<file path="config.mk">
export PLATFORM = sky130hd
export DESIGN_NAME = calib_seq
export DESIGN_NICKNAME = d
export VERILOG_FILES = /design/src/rtl/calib_seq.sv
export SDC_FILE = /design/constraint.sdc
export NUM_CORES = 1
export LEC_CHECK = 0
export ABC_AREA = 1
export BUFFER_PORTS_ARGS = -buffer_cell sky130_fd_sc_hd__buf_4
export CORE_MARGIN = 8
export CORE_UTILIZATION = 60
export DETAILED_ROUTE_END_ITERATION = 7
export HOLD_SLACK_MARGIN = 0.1
export MAX_ROUTING_LAYER = met4
export PLACE_DENSITY = 0.93
export SETUP_SLACK_MARGIN = 0.5
export SLEW_MARGIN = 5
export SYNTH_ARGS = -nofsm -noshare
export SYNTH_HDL_FRONTEND = slang
export SYNTH_SLANG_ARGS = --single-unit
</file>
<file path="constraint.sdc">
create_clock -name CLKCMS -period 3.3 [get_ports CLKCMS]
set_input_delay 0.66 -clock CLKCMS [delete_from_list [all_inputs] [get_ports CLKCMS]]
set_output_delay 0.66 -clock CLKCMS [all_outputs]
set_load 0.02 [all_outputs]
</file>
<file path="src/rtl/calib_seq.sv">
// calib_seq: calibration trigger sequencer for NCH channels.
// Synchronised requests start single or burst shots with delayed LCT/L1A.
module calib_seq #(
  parameter int NCH = 2,
  parameter int DW  = 12,
  parameter int PW  = 7,
  parameter int BW  = 8
) (
  input  logic           CLKCMS,
  input  logic           RST_N,
  input  logic           EN,
  input  logic [NCH-1:0] TRIG_EXT,
  input  logic [NCH-1:0] TRIG_CCB,
  input  logic           FPED,
  input  logic           RNDMGTRG,
  input  logic [PW-1:0]  PLS_WIDTH,
  input  logic [DW-1:0]  LCT_DLY,
  input  logic [DW-1:0]  L1A_DLY,
  input  logic [BW-1:0]  BURST_CNT,
  input  logic [DW-1:0]  BURST_GAP,
  output logic [NCH-1:0] PULSE,
  output logic           SYNCIP,
  output logic           CALLCT,
  output logic           CAL_GTRG,
  output logic           PEDESTAL,
  output logic           BUSY,
  output logic           SEQ_DONE,
  output logic [7:0]     DROP_CNT
);

  typedef enum logic [1:0] {
    IDLE,
    SHOT,
    GAP,
    DONE
  } state_t;

  state_t         r_state;
  state_t         w_nstate;
  logic [DW-1:0]  r_tcnt;
  logic [DW-1:0]  w_ntcnt;
  logic [BW-1:0]  r_shots;
  logic [BW-1:0]  w_nshots;

  logic [NCH-1:0] r_mask;
  logic [PW-1:0]  r_width;
  logic [DW-1:0]  r_lct;
  logic [DW-1:0]  r_l1a;
  logic [DW-1:0]  r_gap;
  logic [DW-1:0]  r_tend;

  logic [NCH-1:0] r_ext_s1;
  logic [NCH-1:0] r_ext_s2;
  logic [NCH-1:0] r_ext_d;
  logic           r_fped_s1;
  logic           r_fped_s2;
  logic           r_fped_d;

  logic [NCH-1:0] w_req_mask;
  logic           w_req;
  logic           w_fped_edge;
  logic           w_ped_rise;
  logic           w_abort;
  logic           w_accept;
  logic [PW-1:0]  w_width_in;
  logic [BW-1:0]  w_shots_in;
  logic [DW-1:0]  w_tend;

  logic [NCH-1:0] w_pulse;
  logic           w_sync;
  logic           w_lct;
  logic           w_l1a;
  logic           w_done;

  assign w_req_mask  = (r_ext_s2 & ~r_ext_d) | TRIG_CCB;
  assign w_req       = |w_req_mask;
  assign w_fped_edge = r_fped_s2 & ~r_fped_d;
  assign w_ped_rise  = w_fped_edge & ~PEDESTAL;
  assign w_abort     = (r_state != IDLE) & (~EN | w_ped_rise);
  assign w_accept    = (r_state == IDLE) & w_req & EN &
                       ~PEDESTAL & ~w_ped_rise;

  assign w_width_in = (PLS_WIDTH == '0) ? PW'(1) : PLS_WIDTH;
  assign w_shots_in = (BURST_CNT == '0) ? BW'(1) : BURST_CNT;

  // shot length is fixed at accept time: last tcnt of the shot
  always_comb begin
    w_tend = DW'(w_width_in) - DW'(1);
    if (LCT_DLY > w_tend) w_tend = LCT_DLY;
    if (L1A_DLY > w_tend) w_tend = L1A_DLY;
  end

  always_comb begin
    w_nstate = r_state;
    w_ntcnt  = r_tcnt;
    w_nshots = r_shots;
    w_pulse  = '0;
    w_sync   = 1'b0;
    w_lct    = 1'b0;
    w_l1a    = 1'b0;
    w_done   = 1'b0;
    unique case (r_state)
      IDLE: begin
        if (w_accept) begin
          w_nstate = SHOT;
          w_ntcnt  = '0;
          w_nshots = w_shots_in;
        end
      end
      SHOT: begin
        w_pulse = (r_tcnt < DW'(r_width)) ? r_mask : '0;
        w_sync  = (r_tcnt == '0);
        w_lct   = (r_tcnt == r_lct);
        w_l1a   = (r_tcnt == r_l1a);
        w_ntcnt = r_tcnt + DW'(1);
        if (r_tcnt == r_tend) begin
          w_ntcnt = '0;
          if (r_shots > BW'(1)) begin
            w_nshots = r_shots - BW'(1);
            w_nstate = (r_gap == '0) ? SHOT : GAP;
          end else begin
            w_nstate = DONE;
          end
        end
      end
      GAP: begin
        w_ntcnt = r_tcnt + DW'(1);
        if (r_tcnt == r_gap - DW'(1)) begin
          w_nstate = SHOT;
          w_ntcnt  = '0;
        end
      end
      DONE: begin
        w_done   = 1'b1;
        w_nstate = IDLE;
      end
      default: w_nstate = IDLE;
    endcase
    if (w_abort) begin
      w_nstate = IDLE;
      w_ntcnt  = '0;
      w_pulse  = '0;
      w_sync   = 1'b0;
      w_lct    = 1'b0;
      w_l1a    = 1'b0;
      w_done   = 1'b0;
    end
  end

  always_ff @(posedge CLKCMS or negedge RST_N) begin
    if (!RST_N) begin
      r_state   <= IDLE;
      r_tcnt    <= '0;
      r_shots   <= '0;
      r_mask    <= '0;
      r_width   <= '0;
      r_lct     <= '0;
      r_l1a     <= '0;
      r_gap     <= '0;
      r_tend    <= '0;
      r_ext_s1  <= '0;
      r_ext_s2  <= '0;
      r_ext_d   <= '0;
      r_fped_s1 <= 1'b0;
      r_fped_s2 <= 1'b0;
      r_fped_d  <= 1'b0;
      PULSE     <= '0;
      SYNCIP    <= 1'b0;
      CALLCT    <= 1'b0;
      CAL_GTRG  <= 1'b0;
      PEDESTAL  <= 1'b0;
      BUSY      <= 1'b0;
      SEQ_DONE  <= 1'b0;
      DROP_CNT  <= '0;
    end else begin
      r_ext_s1  <= TRIG_EXT;
      r_ext_s2  <= r_ext_s1;
      r_ext_d   <= r_ext_s2;
      r_fped_s1 <= FPED;
      r_fped_s2 <= r_fped_s1;
      r_fped_d  <= r_fped_s2;
      r_state   <= w_nstate;
      r_tcnt    <= w_ntcnt;
      r_shots   <= w_nshots;
      if (w_accept) begin
        r_mask  <= w_req_mask;
        r_width <= w_width_in;
        r_lct   <= LCT_DLY;
        r_l1a   <= L1A_DLY;
        r_gap   <= BURST_GAP;
        r_tend  <= w_tend;
      end
      PULSE    <= w_pulse;
      SYNCIP   <= w_sync;
      CALLCT   <= w_lct;
      CAL_GTRG <= w_l1a | RNDMGTRG;
      PEDESTAL <= PEDESTAL ^ w_fped_edge;
      BUSY     <= (r_state != IDLE) & ~w_abort;
      SEQ_DONE <= w_done;
      if (w_req && r_state != IDLE && DROP_CNT != 8'hFF)
        DROP_CNT <= DROP_CNT + 8'd1;
    end
  end

endmodule

</file>
==> impl_results.html <==
<table>
<tr><th>Metric</th><th>Value</th></tr>
<tr><th colspan="2">Global routing</th></tr>
<tr><td>Via count of the first global-routing pass</td><td>6840</td></tr>
<tr><td>Number of antenna violations at the first check in global routing</td><td>0</td></tr>
<tr><td>Pin count of the biggest net entering global routing</td><td>75</td></tr>
<tr><td>Grt total ovfl</td><td>0</td></tr>
<tr><td>Total routing resource utilization after global routing</td><td>28.3%</td></tr>
<tr><td>Global-route wire length before repair</td><td>around 33000 microns</td></tr>
<tr><th colspan="2">Yosys</th></tr>
<tr><td>Synthesized area</td><td>6610 sq um</td></tr>
<tr><td>FFs w/ async S/R, synth</td><td>100%</td></tr>
<tr><td>#FFs+latches synth</td><td>104</td></tr>
<tr><td>Adder and majority gate portion of the synthesized area</td><td>7.57%</td></tr>
<tr><td>Synth Area in Simple Gates</td><td>28.4%</td></tr>
<tr><td>Number of instances in the synthesized netlist</td><td>887</td></tr>
<tr><td>Number of synthesized flops with an enable pin</td><td>0</td></tr>
<tr><td>Synth Area in Compound Gates</td><td>9.20%</td></tr>
<tr><td>Cell accounting for the most synthesized area</td><td>sky130_fd_sc_hd__dfrtp_1</td></tr>
<tr><td>Post-synthesis share of cell area spent on xor and xnor gates</td><td>between 6 and 7%</td></tr>
<tr><td>Share of synthesized area spent on multiplexers</td><td>0.170%</td></tr>
<tr><td>Dominant combinational cell family by area after synthesis</td><td>simple AND/OR/NAND/NOR gates</td></tr>
<tr><td>Area share of the leading cell type in the synthesized netlist</td><td>approximately two fifths</td></tr>
<tr><td>Post-synthesis area per instance</td><td>7.45 sq um</td></tr>
<tr><td>Number of unique standard cell types used by synthesis</td><td>45</td></tr>
<tr><td>Leading post-synthesis cells by cell area</td><td>sky130_fd_sc_hd__dfrtp_1, sky130_fd_sc_hd__nand2_1, sky130_fd_sc_hd__ha_1</td></tr>
<tr><td>Leading cell types by count after synthesis</td><td>sky130_fd_sc_hd__nand2_1, sky130_fd_sc_hd__inv_1, sky130_fd_sc_hd__dfrtp_1</td></tr>
<tr><td>Most frequent cell after synthesis</td><td>sky130_fd_sc_hd__nand2_1</td></tr>
<tr><td>Dominant synthesized flop cell</td><td>sky130_fd_sc_hd__dfrtp_1</td></tr>
<tr><td>Sequential element share of the synthesized area</td><td>39.4%</td></tr>
<tr><td>Synth warn</td><td>0</td></tr>
<tr><th colspan="2">Setup path</th></tr>
<tr><td>Largest fanout on the critical path</td><td>6</td></tr>
<tr><td>Critical path type</td><td>in2reg</td></tr>
<tr><td>Cell with the most instances on the worst path</td><td>sky130_fd_sc_hd__nand2_4</td></tr>
<tr><td>Required time of the critical path</td><td>3640 ps</td></tr>
<tr><td>Type of element capturing the critical path</td><td>flop</td></tr>
<tr><td>Startpoint type of the worst setup path</td><td>primary input</td></tr>
<tr><td>Worst Path Arrival</td><td>4610 ps</td></tr>
<tr><td>Startpoint of the lowest-slack register-to-register path</td><td>r_state[1]</td></tr>
<tr><td>Worst R2R End</td><td>CAL_GTRG</td></tr>
<tr><td>Register-to-Register Setup Slack</td><td>530 ps</td></tr>
<tr><td>R2R depth</td><td>9</td></tr>
<tr><td>Slowest stage delay, CP</td><td>between 200 and 300 ps</td></tr>
<tr><td>Slowest cell on crit path</td><td>sky130_fd_sc_hd__a211oi_2</td></tr>
<tr><th colspan="2">Finish</th></tr>
<tr><td>Ratio of cells with drive above 1 in the final layout</td><td>28.6%</td></tr>
<tr><td>Antenna diode count</td><td>0</td></tr>
<tr><td>Final-layout fill cell count</td><td>about 580</td></tr>
<tr><td>Utilization after layout</td><td>81.2%</td></tr>
<tr><td>Net total in the final layout</td><td>approximately 1100</td></tr>
<tr><td>Synth-to-Final Area Change</td><td>32.6%</td></tr>
<tr><td>Total non-filler cell area in the finished layout</td><td>8760 sq um</td></tr>
<tr><th colspan="2">Floorplan</th></tr>
<tr><td>Std-Cell Core Area</td><td>10800 sq um</td></tr>
<tr><td>Chip Height</td><td>between 100 and 150 microns</td></tr>
<tr><td>Die ar.</td><td>14600 sq um</td></tr>
<tr><td>Starting density of the core</td><td>61.2%</td></tr>
<tr><td>Count of standard-cell rows</td><td>38</td></tr>
<tr><td>IO Pins</td><td>76</td></tr>
<tr><td>Horiz. Die Dim</td><td>approximately 120 microns</td></tr>
<tr><th colspan="2">Clock tree</th></tr>
<tr><td>Clock tree root buffer cell</td><td>sky130_fd_sc_hd__clkbuf_8</td></tr>
<tr><td>Max Root-Sink Buffers</td><td>2</td></tr>
<tr><td>Number of buffers inserted during clock tree synthesis</td><td>9</td></tr>
<tr><td>Clock insertion delay at the later pin of the skew report</td><td>400 ps</td></tr>
<tr><td>CTS Hold Bufs</td><td>0</td></tr>
<tr><td>Clock sink count</td><td>104</td></tr>
<tr><td>Clock Pin Slew Worst Setup and Hold Paths</td><td>130 ps</td></tr>
<tr><td>H-tree Lvls</td><td>3</td></tr>
<tr><td>CTS tree</td><td>built</td></tr>
<tr><th colspan="2">Detailed routing</th></tr>
<tr><td>Post-DR vias/cell</td><td>between 6 and 7</td></tr>
<tr><td>Remaining design rule violation count</td><td>0</td></tr>
<tr><td>Number of nets with antenna violations after routing</td><td>0</td></tr>
<tr><td>Routed WL</td><td>23900 microns</td></tr>
<tr><td>Drt first pass iters</td><td>6</td></tr>
<tr><td>Post-DR wirelength/cell</td><td>slightly above 20 microns</td></tr>
<tr><td>Number of vias in the routed layout</td><td>7207</td></tr>
<tr><td>Iteration-0 DRC Markers</td><td>972</td></tr>
<tr><th colspan="2">Placement</th></tr>
<tr><td>Final weighted congestion of routability-driven global placement</td><td>just over 0.9</td></tr>
<tr><td>Total placed instance area</td><td>7720 sq um</td></tr>
<tr><td>Worst slack, placed</td><td>-860 ps</td></tr>
<tr><td>Count of buffers from port buffering</td><td>75</td></tr>
<tr><td>Half-perimeter wire length after placement</td><td>13200 microns</td></tr>
<tr><th colspan="2">STA</th></tr>
<tr><td>Worst Slack Setup Final</td><td>-967 ps</td></tr>
<tr><td>Final hold vios</td><td>0</td></tr>
<tr><td>Unrepaired setup endpoints after global routing</td><td>yes</td></tr>
<tr><td>Min Clock Period, post-route</td><td>roughly 4300 ps</td></tr>
<tr><td>Clock Skew</td><td>a little under 30 ps</td></tr>
<tr><td>Tightest Pin Transition</td><td>617 ps</td></tr>
<tr><td>Final count of pins violating max slew</td><td>0</td></tr>
<tr><td>Worst rel slew slack</td><td>between 50% and 60%</td></tr>
<tr><td>F_max</td><td>around 0.23 GHz</td></tr>
<tr><td>Final setup viols</td><td>12</td></tr>
<tr><td>Fraction of the cycle the final worst path needs</td><td>129%</td></tr>
<tr><th colspan="2">Worst hold path</th></tr>
<tr><td>Worst min path class</td><td>in2async</td></tr>
<tr><th colspan="2">Power and ir drop</th></tr>
<tr><td>Power density normalized to cell area</td><td>around 700 nW/um^2</td></tr>
<tr><td>Largest voltage drop on the vdd net</td><td>429 uV</td></tr>
<tr><td>Leakage power</td><td>between 4 and 5 nW</td></tr>
<tr><th colspan="2">Run status</th></tr>
<tr><td>Failing checks</td><td>setup timing</td></tr>
<tr><td>Outcome</td><td>finished with violations</td></tr>
<tr><th colspan="2">Job</th></tr>
<tr><td>Max capacitance violation total</td><td>0</td></tr>
</table>
[state kept, by name, summed over array words and instances, names as in the netlist, 2 cells and up]
signal	flops
r_tend	12
r_l1a	12
r_ext_s1	2
r_shots	8
r_lct	12
r_mask	2
r_state	2
PULSE	2
r_gap	12
DROP_CNT	8
r_width	7
r_ext_s2	2
r_tcnt	12
r_ext_d	2
[how the worst max path moves through the flow]
stage | start | endpoint | slack, ps | cells after the start
detailed placement | PLS_WIDTH[3] | r_tend[2] | -860 | 33
floorplan | PLS_WIDTH[3] | r_tend[0] | -400 | 29
CTS | PLS_WIDTH[4] | r_tend[1] | -340 | 32
global route | PLS_WIDTH[3] | r_tend[1] | -1000 | 31
global placement | PLS_WIDTH[3] | r_tend[5] | -680 | 31
finish | PLS_WIDTH[3] | r_tend[9] | -970 | 31
[cells by family (layout without fill, tap and decap cells)]
logic type               Yosys count  after routing
AO/OA/AOI/OAI                    113            113
XOR/XNOR                          49             49
adder cells (fa/ha/maj)           40             40
buffers and inverters            141            284
flip-flops                       104            104
multiplexers                       1              1
other                              1              5
AND/OR/NAND/NOR                  438            438
[repair_timing]
item	4_1_cts	5_1_grt
gates resized for setup	50	75
pin swaps	35	44
buffers inserted	20	7
cloned	2	1
setup endpoints to repair	12	12
[cells in the final DEF (no fill, tap or decap), types with 24 or more instances in the layout]
cell,n
sky130_fd_sc_hd__nand2_1,231
sky130_fd_sc_hd__buf_4,141
sky130_fd_sc_hd__nor2_1,58
sky130_fd_sc_hd__ha_1,27
sky130_fd_sc_hd__inv_1,96
sky130_fd_sc_hd__xnor2_1,24
sky130_fd_sc_hd__dfrtp_1,104
sky130_fd_sc_hd__nand3_1,39
sky130_fd_sc_hd__o21ai_0,47
sky130_fd_sc_hd__xor2_1,25
[power breakdown]
part           internal (mW)  switching (mW)
sequential              1.75           0.463
combinational           1.18            1.84
clock                  0.304           0.529
[worst max-delay path, delay by kind of cell]
family	cells	cell delay (ps)
AND/OR/NAND/NOR	16	1830
AO/OA/AOI/OAI	6	960
adder cells (fa/ha/maj)	2	480
buffers and inverters	7	680
[stage by stage]
stage / total power [mW] / TNS, ps / std cells / hold WS (ps)
2_1_floorplan: 3.89 / -4660 / 891 / 331
3_3_place_gp: 4.53 / -8010 / 1128 / 333
3_5_place_dp: 4.69 / -9810 / 1128 / 339
4_1_cts: 5.63 / -3860 / 1166 / 205
5_1_grt: 6.41 / -11340 / 1174 / 225
6_report: 6.06 / -10790 / 1174 / 188
[per-layer routing]
layer / vias up / global-route usage (%) / wire [microns]
met5: - / - / 0
met4: 0 / 19.2 / 2210
li1: 3107 / - / -
met3: 231 / 4.23 / 2260
met2: 591 / 45.9 / 10900
met1: 3278 / 32.0 / 8500
[cell type report]
type	instances	area [sq um]	share of cell area [%]
inverter	110	464	5.30
clock buffer	9	124	1.41
timing repair buffer	158	1340	15.3
multi-input combinational	646	3980	45.4
tap	140	175	2.00
sequential	104	2600	29.7
clock inverter	7	78.8	0.899
Note: power is estimated with default switching activity, not from simulation.
